`config.mk`:
```
export PLATFORM = sky130hd
export DESIGN_NAME = production_line_monitor
export DESIGN_NICKNAME = d
export VERILOG_FILES = /design/src/rtl/production_line_pkg.sv /design/src/rtl/line_dwell_timer.sv /design/src/rtl/production_line_monitor.sv
export SDC_FILE = /design/constraint.sdc
export NUM_CORES = 1
export LEC_CHECK = 0
export CORE_ASPECT_RATIO = 0.8
export CORE_UTILIZATION = 41
export DETAILED_ROUTE_END_ITERATION = 12
export HOLD_SLACK_MARGIN = 0.15
export PLACE_DENSITY = 0.6
export SKIP_LAST_GASP = 1
export SYNTH_ARGS = -nofsm -noshare
export SYNTH_HDL_FRONTEND = slang
export SYNTH_SLANG_ARGS = --single-unit
```
`constraint.sdc`:
```
create_clock -name clk -period 3.5 [get_ports clk]
set_clock_uncertainty 0.15 [all_clocks]
set_input_delay 0.525 -clock clk [delete_from_list [all_inputs] [get_ports clk]]
set_output_delay 0.525 -clock clk [all_outputs]
set_load 0.05 [all_outputs]
```
`src/rtl/production_line_pkg.sv`:
```
// Shared stage encoding, default dwell times and monitor states for productionLine and its monitor.
package production_line_pkg;

  typedef enum logic [1:0] {
    SetupS   = 2'b00,
    ProcessS = 2'b01,
    PackS    = 2'b10
  } state_e;

  typedef enum logic [1:0] {
    SYNC  = 2'b00,
    TRACK = 2'b01,
    FAULT = 2'b10
  } mon_state_e;

  localparam logic [1:0] STAGE_ILLEGAL = 2'b11;

  localparam int DEF_SETUP_CYCLES   = 101;
  localparam int DEF_PROCESS_CYCLES = 201;
  localparam int DEF_PACK_CYCLES    = 51;

  // Only the forward cycle Setup -> Process -> Pack -> Setup is a legal step.
  function automatic logic is_legal_step(input logic [1:0] from_stage, input logic [1:0] to_stage);
    return (from_stage == SetupS   && to_stage == ProcessS) ||
           (from_stage == ProcessS && to_stage == PackS)    ||
           (from_stage == PackS    && to_stage == SetupS);
  endfunction

  function automatic int max3(input int a, input int b, input int c);
    int m;
    m = (a > b) ? a : b;
    return (m > c) ? m : c;
  endfunction

endpackage

```
`src/rtl/line_dwell_timer.sv`:
```
// Registers the stage bus once and counts how many cycles the registered stage has been held.
module line_dwell_timer
  import production_line_pkg::*;
#(
  parameter int CNT_W = 16
) (
  input  logic             clk,
  input  logic             reset,
  input  logic [1:0]       stage,
  output logic [1:0]       stage_q,
  output logic             stage_edge,
  output logic [CNT_W-1:0] dwell
);

  assign stage_edge = (stage != stage_q);

  // dwell restarts at 1 so that it equals the number of cycles stage_q holds a value.
  always_ff @(posedge clk or negedge reset) begin
    if (!reset) begin
      stage_q <= SetupS;
      dwell   <= '0;
    end else begin
      stage_q <= stage;
      if (stage_edge)
        dwell <= CNT_W'(1);
      else if (dwell != '1)
        dwell <= dwell + 1'b1;
    end
  end

endmodule

```
`src/rtl/production_line_monitor.sv`:
```
// Checks stage order and dwell of the productionLine stage bus and counts finished units.
// Optional stuck-stage watchdog is built only when MON_WATCHDOG_EN is defined.
//
// state | meaning
// SYNC  | waiting for an edge into Setup; partial dwell after reset/clear is ignored
// TRACK | checking every edge for order and dwell, counting units
// FAULT | sequence or watchdog fault seen; outputs frozen until clear or reset
module production_line_monitor
  import production_line_pkg::*;
#(
  parameter int SETUP_CYCLES   = DEF_SETUP_CYCLES,
  parameter int PROCESS_CYCLES = DEF_PROCESS_CYCLES,
  parameter int PACK_CYCLES    = DEF_PACK_CYCLES,
  parameter int TOL            = 0,
  parameter int CNT_W          = 16
) (
  input  logic             clk,
  input  logic             reset,
  input  logic [1:0]       stage,
  input  logic             clear,
  output logic             unit_done,
  output logic [CNT_W-1:0] unit_count,
  output logic             seq_err,
  output logic             time_err,
  output logic             stuck_err,
  output logic             in_sync
);

  localparam logic [CNT_W:0] TOL_W = (CNT_W+1)'(TOL);

  logic [1:0]       stage_q;
  logic             stage_edge;
  logic [CNT_W-1:0] dwell;
  logic [CNT_W-1:0] req;
  logic             dwell_ok;
  logic             wd_trip;
  mon_state_e       mon_state;

  line_dwell_timer #(.CNT_W(CNT_W)) u_dwell (
    .clk        (clk),
    .reset      (reset),
    .stage      (stage),
    .stage_q    (stage_q),
    .stage_edge (stage_edge),
    .dwell      (dwell)
  );

  always_comb begin
    req = CNT_W'(SETUP_CYCLES);
    case (stage_q)
      ProcessS: req = CNT_W'(PROCESS_CYCLES);
      PackS:    req = CNT_W'(PACK_CYCLES);
      default:  req = CNT_W'(SETUP_CYCLES);
    endcase
  end

  // One extra bit keeps req+TOL and dwell+TOL from wrapping.
  assign dwell_ok = ({1'b0, dwell} + TOL_W >= {1'b0, req}) &&
                    ({1'b0, dwell} <= {1'b0, req} + TOL_W);

  assign in_sync = (mon_state == TRACK);

`ifdef MON_WATCHDOG_EN
  localparam int WD_LIMIT = max3(SETUP_CYCLES, PROCESS_CYCLES, PACK_CYCLES) + TOL + 1;

  // Trips on the edge where dwell becomes WD_LIMIT without the stage having moved.
  assign wd_trip = (mon_state == TRACK) && !stage_edge && (dwell >= CNT_W'(WD_LIMIT - 1));

  always_ff @(posedge clk or negedge reset) begin
    if (!reset)
      stuck_err <= 1'b0;
    else if (clear)
      stuck_err <= 1'b0;
    else if (wd_trip && stage != STAGE_ILLEGAL)
      stuck_err <= 1'b1;
  end
`else
  assign wd_trip   = 1'b0;
  assign stuck_err = 1'b0;
`endif

  always_ff @(posedge clk or negedge reset) begin
    if (!reset) begin
      mon_state  <= SYNC;
      unit_done  <= 1'b0;
      unit_count <= '0;
      seq_err    <= 1'b0;
      time_err   <= 1'b0;
    end else begin
      unit_done <= 1'b0;
      if (clear) begin
        mon_state  <= SYNC;
        unit_count <= '0;
        seq_err    <= 1'b0;
        time_err   <= 1'b0;
      end else begin
        case (mon_state)
          SYNC: begin
            if (stage == STAGE_ILLEGAL) begin
              seq_err   <= 1'b1;
              mon_state <= FAULT;
            end else if (stage_edge && stage == SetupS) begin
              mon_state <= TRACK;
            end
          end
          TRACK: begin
            if (stage_edge && !dwell_ok)
              time_err <= 1'b1;
            if (stage == STAGE_ILLEGAL || (stage_edge && !is_legal_step(stage_q, stage))) begin
              seq_err   <= 1'b1;
              mon_state <= FAULT;
            end else if (stage_edge && stage_q == PackS && dwell_ok) begin
              unit_done <= 1'b1;
              if (unit_count != '1)
                unit_count <= unit_count + 1'b1;
            end else if (wd_trip) begin
              mon_state <= FAULT;
            end
          end
          default: mon_state <= FAULT;
        endcase
      end
    end
  end

endmodule

```
---- Word-level counts from Yosys, hierarchy flattened ----
Index checks and enable logic that the tools add are counted.
word-level totals
  latch bits .............................. 0
  flip-flop bits (word level) ............. 39
  bits in writable memories ............... 0
  memories ................................ 0
  ROM bits ................................ 0
  input port bits ......................... 5
  word-level logic and storage cells ...... 75
cells by class
  bitwise operators ....................... 0
  multiply operators ...................... 0
  magnitude comparators ................... 2
  shift operators ......................... 0
  multiplexer cells ....................... 24
  div/mod/pow operators ................... 0
  add/subtract/negate cells ............... 2
  reduce and logical (&&, ||, !) cells .... 27
  equal/unequal tests ..................... 13
operators by type and width
  cell                                                                      count
  16-bit 2-to-1 mux                                                         7
  16-bit by 1-bit adder with 16-bit output (second input constant)          2
  16-bit inequality test (second input constant)                            2
  16-bit greater-or-equal comparator                                        1
  16-bit less-or-equal comparator                                           1
  8-bit one-hot mux with 2 select lines                                     1
  1-bit 2-to-1 mux                                                          10
  2-bit nonzero test                                                        5
  1-bit logical AND                                                         9
  2-bit 2-to-1 mux                                                          4
  2-bit by 1-bit equality test with 1-bit output (second input constant)    3
  2-bit equality test (second input constant)                               3
  2-bit logical NOT                                                         3
  4-bit inequality test (second input constant)                             1
  2-bit one-hot mux with 2 select lines                                     1
  2-bit AND reduction                                                       2
  4-bit AND reduction                                                       1
  1-bit logical OR                                                          3
  3-bit by 2-bit inequality test with 1-bit output (second input constant)  1
  3-bit inequality test (second input constant)                             1
  3-bit AND reduction                                                       1
  3-bit nonzero test                                                        1
  1-bit logical NOT                                                         2
  2-bit inequality test                                                     1
  other kinds (2)                                                           2

---- Longest topological paths before layout ----
Gate-level depths: netlist of the first run.
  depth in word-level cells ............... 10
  mapped depth ............................ 9

---- Modules after synthesis ----
From an unflattened synthesis of the first run, not the netlist that was laid out.
second synthesis, totals
  cells, all modules ...................... 237
  area total of the unflattened synthesis .. 2,232.1 µm²
by module, submodules not included
  module                   area an instance (µm²)  instances  seq. area each (µm²)  cells each
  production_line_monitor  1,292.5                 1          525.5                 144
  line_dwell_timer         939.7                   1          450.4                 93

---- Least setup slack after synthesis of the first run ----
Ideal clock, no wire load.
  kind .................................... flip-flop to flip-flop
  from .................................... register u_dwell.stage_q[0]
  to ...................................... register unit_count[13]
  library setup time ...................... 127 ps
  required time ........................... 3,223 ps
  path buffers ............................ 0
  path slack .............................. 765 ps
  arrival ................................. 2,457 ps
  period minus slack after synthesis ...... 2,735 ps
  stages on the path, launching flop included .. 9
  path through ............................ dfrtp_1 -> inv_1 -> ha_1 -> xnor2_1 -> or4_4 -> or4_4 -> nor3_4 -> and3_1 -> mux2_1
between the ends
  word-level cells in the longest chain between the ends .. 9
  elaborated cells between the ends (all ways) .. 21
  classes of those cells .................. order compare (2); eq/ne (4); mux (1); reduce/logical (14)
ends and longest elaborated chain
  element                                                                                     RTL line                        RTL
  start: declaration                                                                          line_dwell_timer.sv:10          output logic [1:0] stage_q,
  start signal: assignment                                                                    line_dwell_timer.sv:20          stage_q <= SetupS;
  start signal: assignment                                                                    line_dwell_timer.sv:23          stage_q <= stage;
  parallel branches: the longest is 8 deep, another holds 16-bit greater-or-equal comparator  -
  4-bit AND reduction (no source line) (*)                                                    -
  end signal: assignment                                                                      production_line_monitor.sv:115  unit_count <= unit_count + 1'b1;
  end: declaration                                                                            production_line_monitor.sv:22   output logic [CNT_W-1:0] unit_count,
Every way passes the cells marked *.
A chain may end at the register's enable or synchronous reset.

---- Worst setup path after layout of the first run ----
  from .................................... register u_dwell.stage_q[0]
  to ...................................... register unit_count[14]
Same word-level chain as after synthesis.

==> results of run 1 <==
-- power breakdown --
group          switching [mW]  internal, mW  leakage [nW]
registers             0.00827         0.458         0.533
logic                  0.0547        0.0269         0.435
clock network           0.156         0.140        0.0422
-- metal layers --
layer | part of all wire | global-route usage | up-vias
met4 | 0.013 | 0.05720 | 0
met5 | 0 | 0 | -
met3 | 0.030 | 0.04279 | 7
li1 | - | - | 875
met1 | 0.56 | 0.2738 | 851
met2 | 0.40 | 0.2398 | 24
-- state kept, by name, summed over array words and instances (netlist names) --
name	count
time_err	1
unit_count	16
mon_state	2
seq_err	1
u_dwell.stage_q	2
unit_done	1
u_dwell.dwell	16
-- stage by stage --
stage / util / worst slack [ns] / cells
global placement: 0.4864 / 0.6591 / 310
detailed placement: 0.4864 / 0.5642 / 310
finish: 0.5025 / 0.5300 / 318
CTS: 0.5025 / 0.5096 / 318
floorplan: - / 0.7651 / 232
global route: 0.5025 / 0.3296 / 318
-- how the worst max path moves through the flow --
stage | depth (start not counted) | end | start | slack, ns
floorplan | 8 | unit_count[13] | u_dwell.stage_q[0] | 0.77
global placement | 8 | unit_count[14] | u_dwell.stage_q[0] | 0.66
detailed placement | 8 | unit_count[14] | u_dwell.stage_q[0] | 0.56
CTS | 8 | unit_count[14] | u_dwell.stage_q[0] | 0.51
global route | 8 | unit_count[14] | u_dwell.stage_q[0] | 0.33
finish | 8 | unit_count[14] | u_dwell.stage_q[0] | 0.53
-- layout by cell type, fill, tap and decap left out, drive strengths merged, types with 3 or more instances in the layout --
master         instances
nor4b                  3
clkdlybuf4s50         23
mux2                   3
and4                   5
o21ai                  8
nor2b                  7
nor2                  29
nand3                 16
or3                    7
nor3                   4
inv                    5
nand2                 18
nand4                  9
and3                   3
buf                    3
dfrtp                 39
a21oi                 13
xnor2                  7
or4                    4
xor2                  10
clkbuf                 7
ha                     6
a31oi                  7
-- layout make-up --
| cell class | count | area, sq um | area share |
|---|---|---|---|
| Sequential cell | 39 | 975.9 | 0.3835 |
| Timing Repair Buffer | 26 | 250.2 | 0.09833 |
| Tap cell | 62 | 77.57 | 0.03048 |
| Clock inverter | 1 | 5.005 | 0.001967 |
| Inverter | 5 | 18.77 | 0.007375 |
| Clock buffer | 7 | 76.32 | 0.02999 |
| Multi-Input combinational cell | 178 | 1141 | 0.4484 |
-- Yosys cell counts (all sizes together), types with 3 or more instances --
library cell and number:
nor2b 7, nor4b 3, ha 6, inv 5
and3 3, nand4 9, nor2 29, dfrtp 39
or3 7, mux2 3, xor2 10, and4 5
nor3 4, or4 4, a21oi 13, clkbuf 6
nand3 16, xnor2 7, nand2 18, o21ai 8
buf 4, a31oi 7
-- cell families (layout without fill, tap and decap cells) --
kind of cell / count (synthesis) / in the layout / share of synthesized area
other: 1 / 1 / 0.001715
DFF: 39 / 39 / 0.4462
xor gates and xnor gates: 17 / 17 / 0.06808
buffers and inverters: 15 / 39 / 0.03203
adders and majority gates: 6 / 6 / 0.03432
and+or+nand+nor: 112 / 112 / 0.2895
AOI/OAI and AO/OA: 37 / 37 / 0.1035
muxes: 5 / 5 / 0.02460
==> reports/metrics.yaml, run 1 <==
power_leakage_nw: 1.011
timing.rr.end: "unit_count[14]"
cp_max_fo: 12
root_buffer: "clkbuf_8"
crit_arrival_ns: 3.02
yosysTopAreaCellShare: 0.4462
gp_congestion: 0.8028
synth_area_sq_um: 2187
grt_overflow: 0
numCtsBuffers: 5
hold_buffers: 0
rows: 23
initial_core_util: 0.4318
grt_pass1_wl_mm: 7.728
finalWirelength_mm: 4.682
cap_viol_max_count: 0
die-width_um: 83.66
io_buffers: 24
grt_max_degree: 40
total_power_uw: 843.8
ys_seq_area_frac: 0.4462
synthCells: 232
yosys.cell_types.count: 47
yosys_warnings: 0
htreeDepth: 2
cts_max_path_buffers: 2
grt_pass1_vias: 1550
drt_iter0_drc: 98
path_cells: "inv_1 > ha_1 > xnor2_1 > or4_4 > nor4_4 > nand3_2 > or4_1 > a21oi_1"
min_period_ns: 2.970
io_pins: 26
first_pass_iters: 4
drc: 0
slowest_stage: "or4_1"
area_growth_syn_to_layout_pct: 16.36
setup_tns_ns: 0
syn_avg_cell_area_sq_um: 9.427
ys_ff_latch: 39
final_area_sq_um: 2545
setup_viol: 0
cts_setup_buffers: 0
die_y_um: 67.33
grtUsageTotal: 0.1775
num-nets-final: 266
cts.sinks: 39
rsz0062_at_grt: "false"
cp.required_ns: 3.55
synth_edf_count: 0
hp-class: "in -> async"
fillers: 488
postPlaceCellArea_sq_um: 2464
routedWlPerCell_um: 14.72
num_vias: 1757
drive_gt1_frac: 0.08594
finalMaxSlewViolations: 0
post-route-period-util: 0.8486
drt.antenna.violating_nets: 0
core_area_sq_um: 5065
r2r_slack_ns: 0.53
rr_startpoint: "u_dwell.stage_q[0]"
clkSlewWorstSetupHoldPaths_ns: 0.08
max_stage_delay_ns: 0.54
yosysTopAreaCell: "dfrtp_1"
postSynthNetCount: 243
hold_slack_ns: 0.1960
clock.fmax_mhz: 336.7
status: "finished clean"
dp.final_hpwl_mm: 3.304
yosys_most_used_dff: "dfrtp_1"
p_per_area_nw_per_um2: 331.6
slew_headroom: 0.3609
antenna_cells: 0
startpoint_type: "flop"
crit_type: "reg -> reg"
finalHoldViolCount: 0
crit_path_end_kind: "flop"
async_reset_ff_frac: 1.000
vias_per_cell: 5.525
critPathBufInv: 1
worst_ir_drop_vdd_mv: 0.2660
cts_tree: "yes"
worst_pin_slew_ns: 0.9345
antenna_found_initial: 0
cts_repair_resize_count: 0
reg2regPathDepth: 8
path_delay_family: "simple AND/OR/NAND/NOR gates"
clk_latency_ns: 0.29
dieArea_sq_um: 5632
synth.area.top_cells: "dfrtp_1 (45%), nor2_1 (5.0%), xor2_1 (4.0%), ha_1 (3.4%), nand3_1 (3.4%)"
(Power assumes the default switching activity.)
==> run 2, diff against run 1 <==
- clock period: 3.5 -> 3.06 ns (I/O delays scaled with it)
==> run 2 against run 1 <==
Register-to-register slack worse by 0.30 ns. Sequential share of layout area is 0.32 points lower. Sequential power is 14% higher. Power is 14% higher. Hold slack worse by 0.062 ns. Via count is 2.0% higher. Global-route usage is 0.93 points higher. Cell count is 0.31% higher. Count of clock-buffer cells in the layout is 1 lower. Clock power is 11% higher. Setup slack worse by 0.30 ns. Critical path depth stayed put.
==> reports/metrics.yaml, run 2 (synthesized netlist as in run 1, its figures left out) <==
grt_pass1_wl_mm: 8.148
crit_top_cell: "or4_4"
startpoint_type: "flop"
initial_core_util: 0.4318
finalHoldViolCount: 0
gp_congestion: 0.8119
power_leakage_nw: 1.021
power_frac_comb: 0.100
antenna_found_initial: 0
grt_max_degree: 40
final_cell_mix: "dfrtp_1 (39), nor2_1 (29), clkdlybuf4s50_1 (23)"
multiInputGateArea_sq_um: 1149
dp.final_hpwl_mm: 3.357
slew_headroom: 0.4009
internal_power_uw: 709.4
drc: 0
rr_startpoint: "u_dwell.stage_q[0]"
routedWlPerCell_um: 15.05
seqPwrFrac: 0.556
finalWirelength_mm: 4.801
cts.sinks: 39
fillers: 454
finalMaxSlewViolations: 0
io_pins: 26
cp.required_ns: 3.09
crit_type: "reg -> reg"
min_period_ns: 2.834
post-route-period-util: 0.9261
postPlaceCellArea_sq_um: 2486
cts_tree: "yes"
clock.fmax_mhz: 352.9
io_buffers: 24
p_per_area_nw_per_um2: 374.0
rows: 23
grt_overflow: 0
drt.antenna.violating_nets: 0
numCtsBuffers: 5
die_y_um: 67.33
clkSlewWorstSetupHoldPaths_ns: 0.07
root_buffer: "clkbuf_8"
top_regs: "u_dwell.dwell (16), unit_count (16)"
grtUsageTotal: 0.1868
switching_share: 0.2609
vias_per_cell: 5.621
rsz0062_at_grt: "false"
antenna_cells: 0
hp-class: "in -> async"
drt_iter0_drc: 96
final_util: 0.5067
crit_arrival_ns: 2.86
setup_viol: 0
drive_gt1_frac: 0.09339
cap_viol_max_count: 0
regArea_sq_um: 975.9
timing.rr.end: "unit_count[13]"
crit_path_end_kind: "flop"
r2r_slack_ns: 0.23
worst_ir_drop_vdd_mv: 0.2697
area_growth_syn_to_layout_pct: 17.33
final_area_sq_um: 2566
htreeDepth: 2
cp_max_fo: 3
final_common_cell: "dfrtp_1"
die-width_um: 83.66
first_pass_iters: 4
status: "finished clean"
switchingPower_uw: 250.4
clockPowerShare: 0.344
reg2regPathDepth: 8
slowest_stage: "or4_4"
path_cells: "inv_1 > ha_1 > xnor2_1 > or4_4 > or4_4 > nor3_4 > and3_1 > mux2_1"
clk_latency_ns: 0.30
worst_pin_slew_ns: 0.8986
cts_max_path_buffers: 2
setup_tns_ns: 0
core_area_sq_um: 5065
num_vias: 1793
dieArea_sq_um: 5632
max_stage_delay_ns: 0.55
grt_pass1_vias: 1626
num-nets-final: 269
==> run 2: cell types whose count changed in the layout (fill, tap and decap cells not counted), sizes merged <==
cell,previous run,this run
buf,3,6
clkinv,1,0
clkbuf,7,6
==> run 2: final cells by class <==
cell class	count	share of cell area
Clock buffer	6	0.02828
Inverter	5	0.007314
Multi-Input combinational cell	178	0.4476
Sequential cell	39	0.3803
Tap cell	62	0.03023
Timing Repair Buffer	29	0.1063
==> run 2: worst max path at each step <==
stage	start	to	cells past startpoint
2_1_floorplan	u_dwell.stage_q[0]	unit_count[13]	8
5_1_grt	u_dwell.stage_q[0]	unit_count[6]	8
3_3_place_gp	u_dwell.stage_q[0]	unit_count[14]	8
6_report	u_dwell.stage_q[0]	unit_count[13]	8
3_5_place_dp	u_dwell.stage_q[0]	unit_count[14]	8
4_1_cts	u_dwell.stage_q[0]	unit_count[14]	8
==> run 2: timing repair <==
action / CTS / global route
gates resized for setup: 0 / 1
endpoints found under the setup margin: 0 / 1
hold buffers: 0 / 0
setup buffers: 0 / 0
endpoints found under the hold margin: 0 / 0
==> run 2: stage by stage <==
stage	total power, mW	std cells	worst slack (ns)	hold WS (ns)
2_1_floorplan	0.6024	232	0.3251	0.01341
3_3_place_gp	0.6393	313	0.2397	0.3455
3_5_place_dp	0.6403	313	0.2129	0.3454
4_1_cts	0.9722	319	0.1737	0.1730
5_1_grt	1.006	319	0.05745	0.2181
6_report	0.9598	319	0.2262	0.1338
==> run 2: critical path: cells and delay by family, from the launching register on <==
family,cells,cell delay (ns)
and+or+nand+nor,4,1.36
DFF,1,0.38
muxes,1,0.32
adders and majority gates,1,0.31
xor gates and xnor gates,1,0.12
buffers and inverters,1,0.09
==> run 2: power groups by stage <==
stage | clock network, mW | registers, mW | logic, mW
floorplan | 0 | 0.548 | 0.0544
global placement | 0 | 0.544 | 0.0957
detailed placement | 0 | 0.544 | 0.0965
CTS | 0.341 | 0.534 | 0.0972
global route | 0.365 | 0.535 | 0.106
finish | 0.330 | 0.534 | 0.0962
==> run 2: layer usage <==
layer  routed length [um]  global-route usage  vias to the layer above
li1                     -                   -                      878
met1                 2595              0.2814                      872
met2                 1959              0.2530                       37
met3                  187             0.05623                        6
met4                   58             0.05720                        0
met5                    0                   0                        -
==> variant 1: new RTL, settings of run 2 <==
The 3 states of `mon_state_e` get a one-hot encoding in 3 bits.
--- a/src/rtl/production_line_pkg.sv
+++ b/src/rtl/production_line_pkg.sv
@@ -7,10 +7,10 @@
     PackS    = 2'b10
   } state_e;
 
-  typedef enum logic [1:0] {
-    SYNC  = 2'b00,
-    TRACK = 2'b01,
-    FAULT = 2'b10
+  typedef enum logic [2:0] {
+    SYNC  = 3'b001,
+    TRACK = 3'b010,
+    FAULT = 3'b100
   } mon_state_e;
 
   localparam logic [1:0] STAGE_ILLEGAL = 2'b11;
Function: same outputs for any inputs over 10 cycles, from zero or initial values and one cycle with reset low; not proved beyond that.
==> variant 1 against run 2 <==
- non-clock buffer count decreased by 3
- area after synthesis decreased by 0.11%
- count of clock-buffer cells in the layout increased by 2
- critical path type unchanged
- cell area decreased by 0.39%
- first-iteration DRC count decreased by 10%
- sequential cell count increased by 1
- core utilization decreased by 0.20 points
- global-route usage decreased by 1.8 points
- wire length decreased by 5.1%
- total power increased by 3.4%
- combinational power decreased by 17%
- final cell count increased by 0.94%
- worst setup slack improved by 75 ps
==> variant 1: results (changes against run 2) <==
Parameter                              Value

Logic synthesis
  Yosys cell types    43 (-8.5%)
  Mean area per synthesized cell    9.30 µm² (-1.4%)
  Leading cell types by total area after synthesis    sky130_fd_sc_hd__dfrtp_1, sky130_fd_sc_hd__xor2_1, sky130_fd_sc_hd__nor2_1, sky130_fd_sc_hd__a21oi_1, sky130_fd_sc_hd__ha_1
  Most common library cells after synthesis    sky130_fd_sc_hd__dfrtp_1, sky130_fd_sc_hd__nor2_1, sky130_fd_sc_hd__nand2_1
  Net Count, Synth    246 (+1.2%)
  Sequential share of the synthesized area    45.9% (+1.3 points)

Worst setup path
  Critical path fanouts, max    11 (+8)
  CP endpoint    unit_count[15]$_DFFE_PN0P_
  Longest individual stage delay on the worst path    530 ps (-20 ps)
  Register-to-register setup slack    300 ps (+70 ps)
  Standard cell with the maximum stage delay on the critical path    sky130_fd_sc_hd__or4_1
  Worst EP arrival    2810 ps (-50 ps)
  Reg2Reg Depth    8 (unchanged)
  Beginning of the critical path    u_dwell.stage_q[0]$_DFF_PN0_

Global routing
  Met2 track demand over resource    23.2% (-2.1 points)
  Antenna violations before repair    0 (unchanged)
  GR Util All Layers    16.9% (-1.8 points)
  Met1 routing resource usage after global routing    26.3% (-1.9 points)
  Vias in the first global route    1,543 (-5.1%)
  Pin count of the biggest net entering global routing    41 (+2.5%)
  Met3 usage in global routing    4.16% (-1.5 points)
  Wire length of the first global-routing pass    7420 µm (-8.9%)

Detailed routing
  Detailed route wirelength on metal3    151 µm (-19%)
  DRC errors left    0 (unchanged)
  Starting DRC count in detailed routing    86 (-10%)
  Post-DR vias/cell    5.62 (about the same)
  Met2 routed wirelength    1840 µm (-6.0%)
  Sum of routed wire segments on met1    2520 µm (-2.8%)
  Total number of vias    1,809 (+0.89%)
  Average wire per cell in the routed design    14.1 µm (-6.0%)

Placement
  Detail Placement HPWL    3260 µm (-2.9%)
  Setup slack at placement    219 ps (+5.68 ps)
  Cell Count Post-Placement    314 (+0.32%)
  Weighted congestion reported at the end of routability-driven placement    0.855 (+5.3%)
  Instance area after placement    2470 µm² (-0.80%)

Clock tree
  Post-CTS clock slew at the launch and capture registers of the worst setup and hold paths    80 ps
  Cell at the root of the clock tree    sky130_fd_sc_hd__clkbuf_8

Timing
  Worst-margin pin slew    901 ps (+2.04 ps)
  Worst hold-check slack    135 ps (+1.22 ps)
  Crit path time final    2760 ps (-74.8 ps)

Power
  Largest voltage drop on the vdd net    0.286 mV (+5.9%)
  Static power due to leakage    1.04 nW (+1.9%)

Layout
  Fraction of final layout cells sized beyond drive strength 1    6.54% (-2.8 points)
  Number of nets in the layout    270 (+0.37%)
  Top Registers    u_dwell.dwell x16, unit_count x16, mon_state x3
  FILL cells    482 (+6.2%)

Worst hold path
  Worst hold path class    in2async

Run status
  Outcome    finished clean
## variant 1: kinds of logic after synthesis
| family | count (synthesis) | synth area share [%] |
|---|---|---|
| and+or+nand+nor | 113 | 28.4 |
| AOI/OAI and AO/OA | 42 | 11.5 |
| DFF | 40 | 45.9 |
| xor gates and xnor gates | 18 | 7.22 |
| buffers and inverters | 14 | 2.98 |
| adders and majority gates | 6 | 3.44 |
| other | 1 | 0.172 |
| muxes | 1 | 0.458 |
## variant 1: final cells by class
| class | instances | area (µm²) | area share (%) |
|---|---|---|---|
| multi-input combinational | 181 | 1120 | 43.7 |
| inverter | 5 | 18.8 | 0.734 |
| tap | 62 | 77.6 | 3.03 |
| clock buffer | 8 | 90.1 | 3.52 |
| timing repair buffer | 26 | 250 | 9.79 |
| sequential | 40 | 1000 | 39.2 |
## variant 1: power breakdown
part	switching [mW]	internal [mW]	leakage, nW
Clock	0.180	0.184	0.0455
Sequential	0.0102	0.538	0.544
Combinational	0.0532	0.0267	0.451
Total	0.244	0.749	1.04
==> variant 2: new RTL, config.mk and constraints of run 2 <==
Without the edit above. `CNT_W` is set to 16 in 2 places; all go to 18.
--- a/src/rtl/line_dwell_timer.sv
+++ b/src/rtl/line_dwell_timer.sv
@@ -2,7 +2,7 @@
 module line_dwell_timer
   import production_line_pkg::*;
 #(
-  parameter int CNT_W = 16
+  parameter int CNT_W = 18
 ) (
   input  logic             clk,
   input  logic             reset,
--- a/src/rtl/production_line_monitor.sv
+++ b/src/rtl/production_line_monitor.sv
@@ -12,7 +12,7 @@
   parameter int PROCESS_CYCLES = DEF_PROCESS_CYCLES,
   parameter int PACK_CYCLES    = DEF_PACK_CYCLES,
   parameter int TOL            = 0,
-  parameter int CNT_W          = 16
+  parameter int CNT_W          = 18
 ) (
   input  logic             clk,
   input  logic             reset,
Ports: changed (resized unit_count); port bits go from 26 to 28. The function was not compared with the original's and may differ.
==> variant 2 against run 2 <==
- area after synthesis up 20%
- cell area up 21%
- sequential cell count up 4
- sequential power up 9.6%
- total power up 15%
- combinational power up 22%
- wire length up 29%
- core utilization up 0.57 points
- worst setup slack better by 4.1 ps
- largest power group unchanged
==> variant 2: results (changes against run 2) <==
Parameter                              Value

Detailed routing
  Highest layer used for signal routing    met4
  Total detailed-routing wirelength    6190 µm (+29%)
  Sum of routed wire segments on met1    3410 µm (+31%)
  Met2 routed wirelength    2440 µm (+24%)
  Starting DRC count in detailed routing    155 (+61%)
  Post-DR vias/cell    5.75 (+2.3%)
  Detailed route wirelength on metal3    292 µm (+56%)
  DR pass1 iterations    5 (+1)

Clock tree
  Clock latency on the worst-skew pair    290 ps
  Post-CTS clock slew at the launch and capture registers of the worst setup and hold paths    80 ps
  Htree depth    2 (unchanged)
  Cell at the root of the clock tree    sky130_fd_sc_hd__clkbuf_8
  Post-CTS Setup Bufs    0 (unchanged)
  Post-cts gate resize count    0 (unchanged)
  Maximum root-to-sink buffer count    2 (unchanged)
  Number of buffers created by CTS    5 (unchanged)

Logic synthesis
  Sequential share of the synthesized area    41.1% (-3.5 points)
  Leading cell types by total area after synthesis    sky130_fd_sc_hd__dfrtp_1, sky130_fd_sc_hd__o31ai_1, sky130_fd_sc_hd__or4_1, sky130_fd_sc_hd__a21oi_1, sky130_fd_sc_hd__nor2_1
  Async SR Flop Fraction    100% (unchanged)
  Net Count, Synth    290 (+19%)
  Total of warnings raised by yosys    0 (unchanged)
  Most common library cells after synthesis    sky130_fd_sc_hd__dfrtp_1, sky130_fd_sc_hd__nor2_1, sky130_fd_sc_hd__nand2_1
  Mean area per synthesized cell    9.34 µm² (-0.93%)
  Yosys cell types    53 (+13%)

Power
  Static power due to leakage    1.20 nW (+18%)
  Largest voltage drop on the vdd net    0.250 mV (-7.4%)
  Internal power    0.823 mW (+16%)

Timing
  Setup violations, final    0 (unchanged)
  Worst-margin pin slew    963 ps (+64.7 ps)

Placement
  Buffers on Ports    26 (+8.3%)
  Cell Count Post-Placement    386 (+23%)
  Instance area after placement    2990 µm² (+20%)
  Detail Placement HPWL    4420 µm (+32%)
  Weighted congestion reported at the end of routability-driven placement    0.796 (-2.0%)

Global routing
  GR Util All Layers    20.6% (+1.9 points)
  Antenna violations before repair    0 (unchanged)
  Pin count of the biggest net entering global routing    44 (+10%)
  Wire length of the first global-routing pass    10,600 µm (+30%)
  Vias in the first global route    2,057 (+27%)

Worst setup path
  Beginning of the critical path    u_dwell.stage_q[0]$_DFF_PN0_
  Critical path fanouts, max    24 (+21)
  Worst EP arrival    2860 ps (about the same)
  Longest individual stage delay on the worst path    500 ps (-50 ps)
  Standard cell with the maximum stage delay on the critical path    sky130_fd_sc_hd__or4b_4

Worst hold path
  Worst hold path class    in2async

Layout
  Fraction of final layout cells sized beyond drive strength 1    9.90% (+0.57 points)
  Final antenna diode count    0 (unchanged)
  Number of nets in the layout    322 (+20%)
  Final standard cell count with taps included and fillers excluded    394 (+24%)
  Top Registers    u_dwell.dwell x18, unit_count x18

Run status
  Outcome    finished clean
[variant 2: changes by cell type after synthesis, sizes merged, moves of 4 or more]
cell | before | now
nor3 | 4 | 8
nand2b | 0 | 4
or4 | 4 | 12
inv | 5 | 10
dfrtp | 39 | 43
a31oi | 7 | 3
o31ai | 2 | 16
nor4 | 2 | 9
xnor2 | 7 | 2
a21oi | 13 | 17
and2 | 1 | 6
or3 | 7 | 3
nor2 | 29 | 21
[variant 2: area by class of cell]
class / instances / area, µm²
clock buffers: 8 / 100
fillers: 571 / 2940
inverters: 10 / 37.5
multi-input cells: 215 / 1440
flip-flops and latches: 43 / 1080
well taps: 81 / 101
repair buffers: 37 / 338
[variant 2: kinds of logic after synthesis]
| logic type | Yosys count | share of synthesized area (%) |
|---|---|---|
| compound gates | 63 | 17.3 |
| xor+xnor | 11 | 3.68 |
| fa+ha+maj | 5 | 2.39 |
| buf+inv | 22 | 3.78 |
| flops | 43 | 41.1 |
| mux | 8 | 3.30 |
| other cells | 1 | 0.143 |
| simple gates | 127 | 28.3 |
[variant 2: worst paths after layout]
path | depth (start not counted) | end | slack (ps)
setup reg to reg | 8 | unit_count[14]$_DFFE_PN0P_ | 230
setup / recovery | 8 | unit_count[14]$_DFFE_PN0P_ | 230
max in group asynchronous | 1 | u_dwell.stage_q[1]$_DFF_PN0_ | 2000
min in group clk | 2 | seq_err$_DFFE_PN0P_ | 380
hold / removal | 1 | unit_count[11]$_DFFE_PN0P_ | 170
hold reg to reg | 2 | seq_err$_DFFE_PN0P_ | 380
[variant 2: routing by layer]
layer | GRT usage, % | up-vias
li1 | - | 1129
met1 | 31.9 | 1068
met2 | 28.8 | 61
met3 | 3.93 | 8
met4 | 5.82 | 0
met5 | 0 | -
[variant 2: power by group through the flow]
stage | Clock [mW] | Combinational (mW) | Sequential [mW]
floorplan | 0 | 0.0626 | 0.601
global placement | 0 | 0.117 | 0.597
detailed placement | 0 | 0.119 | 0.596
CTS | 0.412 | 0.119 | 0.585
global route | 0.437 | 0.132 | 0.587
finish | 0.401 | 0.117 | 0.585
[variant 2: critical path: cells and delay by family, from the launching register on]
family | cells | cell delay [ps]
AOI/OAI and AO/OA | 1 | 320
adders and majority gates | 1 | 250
buffers and inverters | 2 | 310
DFF | 1 | 410
muxes | 1 | 350
and+or+nand+nor | 3 | 920
[variant 2: per-stage QoR]
step | hold slack, ps | worst slack (ps) | util (%)
2_1_floorplan | 13.4 | 453 | -
6_report | 169 | 230 | 51.2
3_3_place_gp | 354 | 121 | 49.6
3_5_place_dp | 352 | 79.1 | 49.6
4_1_cts | 204 | 235 | 51.2
5_1_grt | 258 | 58.7 | 51.2
